==> config.mk <==
export PLATFORM = sky130hd
export DESIGN_NAME = logic16_result_stage
export DESIGN_NICKNAME = d
export VERILOG_FILES = /design/src/rtl/logic16_result_stage.sv
export SDC_FILE = /design/constraint.sdc
export NUM_CORES = 1
export LEC_CHECK = 0
export ABC_AREA = 1
export CAP_MARGIN = 20
export CORE_MARGIN = 2
export CORE_UTILIZATION = 50
export CTS_CLUSTER_DIAMETER = 30
export CTS_CLUSTER_SIZE = 40
export DETAILED_ROUTE_END_ITERATION = 10
export PLACE_DENSITY = 0.79
export SYNTH_ARGS = -nofsm -noshare
export SYNTH_HDL_FRONTEND = slang
export SYNTH_SLANG_ARGS = --single-unit
==> constraint.sdc <==
create_clock -name clk -period 2.3 [get_ports clk]
set_input_delay 0.345 -clock clk [delete_from_list [all_inputs] [get_ports clk]]
set_output_delay 0.345 -clock clk [all_outputs]
set_load 0.1 [all_outputs]
==> src/rtl/logic16_result_stage.sv <==
// Registered bitwise-op result stage with a 2-entry skid buffer and zr/ng flags.
// Optional macro RESULT_PARITY_EN adds a stored per-entry parity output (out_parity).
module logic16_result_stage #(
    parameter int unsigned WIDTH = 16
) (
    input  logic             clk,
    input  logic             rst_n,
    input  logic             in_valid,
    output logic             in_ready,
    input  logic [WIDTH-1:0] in_a,
    input  logic [WIDTH-1:0] in_b,
    input  logic [1:0]       in_op,
    output logic             out_valid,
    input  logic             out_ready,
    output logic [WIDTH-1:0] out_data,
    output logic             out_zr,
    output logic             out_ng,
    output logic [15:0]      out_count
`ifdef RESULT_PARITY_EN
    ,
    output logic             out_parity
`endif
);

    localparam int unsigned CNT_W = 16;

    typedef enum logic [1:0] {
        ST_EMPTY = 2'd0,
        ST_ONE   = 2'd1,
        ST_FULL  = 2'd2
    } state_e;

    state_e             state_q, state_d;
    logic [WIDTH-1:0]   main_data_q, main_data_d, skid_data_q, skid_data_d;
    logic               main_zr_q, main_zr_d, skid_zr_q, skid_zr_d;
    logic               main_ng_q, main_ng_d, skid_ng_q, skid_ng_d;
    logic               out_valid_q, out_valid_d;
    logic               in_ready_q, in_ready_d;
    logic [CNT_W-1:0]   count_q, count_d;
    logic [WIDTH-1:0]   res_c;
    logic               accept_c, deliver_c;
`ifdef RESULT_PARITY_EN
    logic               main_par_q, main_par_d, skid_par_q, skid_par_d;
`endif

    // Result is computed once at the input; flags travel with the entry.
    always_comb begin
        res_c = '0;
        case (in_op)
            2'b00:   res_c = in_a & in_b;
            2'b01:   res_c = in_a | in_b;
            2'b10:   res_c = in_a ^ in_b;
            default: res_c = ~(in_a & in_b);
        endcase
    end

    assign accept_c  = in_valid & in_ready_q;
    assign deliver_c = out_valid_q & out_ready;

    always_comb begin
        state_d     = state_q;
        main_data_d = main_data_q;
        main_zr_d   = main_zr_q;
        main_ng_d   = main_ng_q;
        skid_data_d = skid_data_q;
        skid_zr_d   = skid_zr_q;
        skid_ng_d   = skid_ng_q;
`ifdef RESULT_PARITY_EN
        main_par_d  = main_par_q;
        skid_par_d  = skid_par_q;
`endif
        count_d     = count_q + CNT_W'(deliver_c);

        case (state_q)
            ST_EMPTY: begin
                if (accept_c) begin
                    state_d     = ST_ONE;
                    main_data_d = res_c;
                    main_zr_d   = (res_c == '0);
                    main_ng_d   = res_c[WIDTH-1];
`ifdef RESULT_PARITY_EN
                    main_par_d  = ^res_c;
`endif
                end
            end
            ST_ONE: begin
                if (accept_c && deliver_c) begin
                    main_data_d = res_c;
                    main_zr_d   = (res_c == '0);
                    main_ng_d   = res_c[WIDTH-1];
`ifdef RESULT_PARITY_EN
                    main_par_d  = ^res_c;
`endif
                end else if (accept_c) begin
                    state_d     = ST_FULL;
                    skid_data_d = res_c;
                    skid_zr_d   = (res_c == '0);
                    skid_ng_d   = res_c[WIDTH-1];
`ifdef RESULT_PARITY_EN
                    skid_par_d  = ^res_c;
`endif
                end else if (deliver_c) begin
                    state_d = ST_EMPTY;
                end
            end
            ST_FULL: begin
                if (deliver_c) begin
                    state_d     = ST_ONE;
                    main_data_d = skid_data_q;
                    main_zr_d   = skid_zr_q;
                    main_ng_d   = skid_ng_q;
`ifdef RESULT_PARITY_EN
                    main_par_d  = skid_par_q;
`endif
                end
            end
            default: state_d = ST_EMPTY;
        endcase

        // Handshake outputs are registered copies of the next-state decode.
        out_valid_d = (state_d != ST_EMPTY);
        in_ready_d  = (state_d != ST_FULL);
    end

    always_ff @(posedge clk or negedge rst_n) begin
        if (!rst_n) begin
            state_q     <= ST_EMPTY;
            main_data_q <= '0;
            main_zr_q   <= 1'b0;
            main_ng_q   <= 1'b0;
            skid_data_q <= '0;
            skid_zr_q   <= 1'b0;
            skid_ng_q   <= 1'b0;
            out_valid_q <= 1'b0;
            in_ready_q  <= 1'b1;
            count_q     <= '0;
`ifdef RESULT_PARITY_EN
            main_par_q  <= 1'b0;
            skid_par_q  <= 1'b0;
`endif
        end else begin
            state_q     <= state_d;
            main_data_q <= main_data_d;
            main_zr_q   <= main_zr_d;
            main_ng_q   <= main_ng_d;
            skid_data_q <= skid_data_d;
            skid_zr_q   <= skid_zr_d;
            skid_ng_q   <= skid_ng_d;
            out_valid_q <= out_valid_d;
            in_ready_q  <= in_ready_d;
            count_q     <= count_d;
`ifdef RESULT_PARITY_EN
            main_par_q  <= main_par_d;
            skid_par_q  <= skid_par_d;
`endif
        end
    end

    assign in_ready   = in_ready_q;
    assign out_valid  = out_valid_q;
    assign out_data   = main_data_q;
    assign out_zr     = main_zr_q;
    assign out_ng     = main_ng_q;
    assign out_count  = count_q;
`ifdef RESULT_PARITY_EN
    assign out_parity = main_par_q;
`endif

endmodule

==> flow_results.org <==
** Run status
- The run finished with clean final reports.

** Worst hold path
- The worst hold path belongs to the class in2async.

** Die
- The core region is 6460 sq um.
- Die H :: 86.3 um
- Die area :: 7450 sq um
- Site Rows :: 29
- The die is 86.3 um wide.
- Effective utilization at floorplan :: 0.524
- Number of I/O pins :: 74

** Global route
- Pin count of the biggest net entering global routing :: 28
- Via count of the first global-routing pass :: 2798
- Number of antenna violations at the first check in global routing :: 0
- Global routing finished with a remaining overflow of 0.
- The first global-routing pass estimated 12200 um of wire.
- In the global route stage, overall resource usage came out at 0.199.

** Synthesis
- In this run the mean area of a mapped cell was 8.10 sq um.
- In the synthesized netlist the dominant register cell turns out to be sky130_fd_sc_hd__dfrtp_1.
- Number of flops mapped to enable cells by yosys :: 0
- Of the synthesized area, sequential elements account for 0.399.
- Total number of yosys warnings :: 0
- Post-synthesis sequential element count :: 54
- Number of distinct library cells after synthesis :: 27
- Async set-reset flop share out of synthesis :: 1.00
- Synthesis produced a netlist with a net count of 490.
- The share of synthesized area in the top cell type comes to 0.392.
- Yosys attributes the largest share of cell area to sky130_fd_sc_hd__dfrtp_1 39%, sky130_fd_sc_hd__ha_1 13%, sky130_fd_sc_hd__inv_1 8.3%.
- Cell count after synthesis :: 418
- sky130_fd_sc_hd__inv_1 is the most common cell in the netlist.
- Of all cell types, the one taking the most synthesized area is sky130_fd_sc_hd__dfrtp_1.
- Post-synthesis cell area :: 3390 sq um
- Sorting the synthesized cells by how often they occur yields 75 x sky130_fd_sc_hd__inv_1, 74 x sky130_fd_sc_hd__nand2_1, 53 x sky130_fd_sc_hd__dfrtp_1, 39 x sky130_fd_sc_hd__nor2_1, 34 x sky130_fd_sc_hd__ha_1.

** STA
- Final-report hold violation count :: 0
- Minimum period implied by the final worst setup slack :: 2.02 ns
- The number of slew-limit violations in the final report is 0.
- Final setup violating endpoints :: 0
- Static timing analysis puts the maximum clock frequency at 495 MHz.
- After routing, the total negative slack on setup checks comes to 0 ns.
- Unrepaired setup endpoints after global routing :: false
- In the finished design, the share of the clock period the worst path needs comes to 0.878.
- Transition time of the tightest slew-check pin :: 0.609 ns
- Between clock sinks in the finished design, the worst skew comes to 0.00624 ns.
- The worst pin sits at a relative slew slack of 0.594.

** Clocking
- Clock tree synthesis found a total of 54 sinks.
- Insertion delay to the later sink of the worst-skew pair :: 0.30 ns
- The number of setup buffers added after CTS is 0.
- TritonCTS built the clock tree.
- Clock transition at the registers of the reported paths :: 0.09 ns
- Clock tree synthesis selected as its root buffer the cell sky130_fd_sc_hd__clkbuf_8.
- Total number of H-tree levels :: 2
- Num CTS Buffers :: 5
- Maximum clock insertion buffer count :: 2

** Critical path
- Endpoint class of the critical path :: flop
- Reg2Reg Launch Point :: out_valid
- The setup path with the least slack is of type in2reg.
- For the worst setup path, the data required time is 2.49 ns.
- The setup check on the worst reg-to-reg path leaves a slack of 0.37 ns.
- Worst flop-to-flop path endpoint :: out_count[14]
- Largest stage delay on the critical path :: 0.47 ns
- Category of the worst setup path launch point :: input pin
- Data on the critical path arrives at its endpoint at 2.21 ns.
- For the worst flop-to-flop path, the logic depth is 12.
- Cell Chain, Critical Path :: clkdlybuf4s50_1 -> nand2_2 -> inv_1 -> ha_1 -> ha_1 -> nand2_1 -> nor2_2 -> nand3_2 -> nor2_2 -> nand3_2 -> nor2_2 -> nand3_1 -> xor2_1
- Along the worst path, the maximum fanout reaches 2.
- Cell type of the slowest stage on the worst timing path :: sky130_fd_sc_hd__clkdlybuf4s50_1
- Most used cell along the critical path :: sky130_fd_sc_hd__nor2_2

** Layout
- Post-layout nets :: 574
- Final standard cell count with taps included and fillers excluded :: 579
- After routing the design area is 4320 sq um.
- Relative to the synthesized area, the layout overhead comes to 27.6%.
- The repair_antennas step left the layout with diodes totalling 0.
- Fraction of layout cells with a size suffix above 1 :: 0.187
- Once layout is complete, the utilization of the core stands at 0.669.
- After filler insertion, the fill cell instance count of the layout stands at 552.

** Routing
- In this run the remaining antenna-violating nets after routing total 0.
- For this block, the routed nets add up to 7060 um of wire.
- Drt first pass iters :: 4
- Detailed routing inserted a total of 2926 vias.
- DR DRC count :: 0
- Dividing the detail-routed wire length by the instance count gives 12.2 um.
- Iteration-0 DRC count of the detailed router :: 121
- Avg Vias per Cell :: 5.05

** Placement
- Instance area at placement :: 4200 sq um
- The HPWL after detailed placement is 5410 um.
- Routability-driven placement finished with a final weighted congestion of 0.820.
- After detailed placement, the design holds a cell count of 571.
- Input/output buffers :: 73

** Power
- For this design the static power due to leakage is 2.25 nW.
- Power spread over the standard cell area amounts to 1300 nW/um^2.
- Pwr Total :: 0.00561 W
- The worst-case IR drop observed on VDD is 0.572 mV.

** Run
- The tool flagged a number of max-cap violations equal to 0.
-- layout make-up --
type                       instances  area (sq um)  area share
clock inverter                     1          30.0     0.00695
multi-input combinational        271          1680       0.390
tap                               77          96.3      0.0223
sequential                        54          1360       0.315
inverter                          79           297      0.0686
timing repair buffer              91           773       0.179
clock buffer                       6          82.6      0.0191
-- power by group --
| group | internal (W) | total [W] | switching (W) |
|---|---|---|---|
| sequential | 0.00136 | 0.00160 | 0.000245 |
| clock | 0.000348 | 0.000637 | 0.000288 |
| combinational | 0.000840 | 0.00337 | 0.00253 |
| total | 0.00255 | 0.00561 | 0.00307 |
-- worst max-delay path by stage --
stage	from	endpoint	cells after the start
5_1_grt	out_ready	out_count[14]	13
6_report	out_ready	out_count[14]	13
3_3_place_gp	out_ready	out_count[14]	13
4_1_cts	out_ready	out_count[14]	13
3_5_place_dp	out_ready	out_count[14]	13
2_1_floorplan	out_valid	out_count[14]	12
-- timing repair --
item | in CTS | in global routing
resized for setup | 0 | 0
hold buffers | 1 | 0
hold endpoints to repair | 10 | 0
-- cells by family after synthesis --
group           Yosys count  share of synthesized area
mux                      16                     0.0532
flops                    54                      0.399
xor+xnor                 13                     0.0336
buf+inv                  93                      0.109
compound gates           36                     0.0532
fa+ha+maj                34                      0.126
simple gates            172                      0.225
-- sequential cells by signal, indices dropped and copies added, names as in the netlist --
signal       cells
out_count       16
out_data        16
skid_data_q     16
state_q          2
in_ready         1
out_valid        1
out_zr           1
skid_zr_q        1
-- worst max-delay path, delay by kind of cell --
kind,cells,cell delay [ns]
and+or+nand+nor,8,0.85
adders and majority gates,2,0.34
xor gates and xnor gates,1,0.15
buffers and inverters,2,0.54
-- per-layer routing --
layer	GRT usage	vias up	routed length, um
met5	0	-	0
met4	0.0469	0	23
met3	0.0343	2	406
met2	0.355	88	3350
met1	0.253	1354	3280
li1	-	1482	-
-- stage by stage --
stage / worst slack [ns] / hold slack, ns
2_1_floorplan: 0.0198 / 0.0494
3_3_place_gp: -0.0101 / 0.229
3_5_place_dp: -0.0441 / 0.236
4_1_cts: 0.277 / 0.452
5_1_grt: 0.0889 / 0.464
6_report: 0.279 / 0.449
-- layout by cell type, fill, tap and decap left out, types with 2 or more instances in the layout --
cell and n:
sky130_fd_sc_hd__nand2_2 3, sky130_fd_sc_hd__nand4_1 17, sky130_fd_sc_hd__buf_4 53, sky130_fd_sc_hd__clkinv_1 2, sky130_fd_sc_hd__dfrtp_1 50, sky130_fd_sc_hd__nor2_2 4, sky130_fd_sc_hd__nand3_1 29, sky130_fd_sc_hd__nand3b_1 2
sky130_fd_sc_hd__a21oi_1 33, sky130_fd_sc_hd__o21ai_0 2, sky130_fd_sc_hd__xor2_1 10, sky130_fd_sc_hd__nor3_1 3, sky130_fd_sc_hd__inv_1 75, sky130_fd_sc_hd__xnor2_1 3, sky130_fd_sc_hd__nand3_2 2, sky130_fd_sc_hd__clkbuf_8 6
sky130_fd_sc_hd__inv_2 2, sky130_fd_sc_hd__ha_1 34, sky130_fd_sc_hd__mux2_2 16, sky130_fd_sc_hd__nand2_1 73, sky130_fd_sc_hd__nor2_4 2, sky130_fd_sc_hd__clkdlybuf4s50_1 36, sky130_fd_sc_hd__dfrtp_2 2, sky130_fd_sc_hd__nor2_1 36
(Power assumes the default switching activity.)
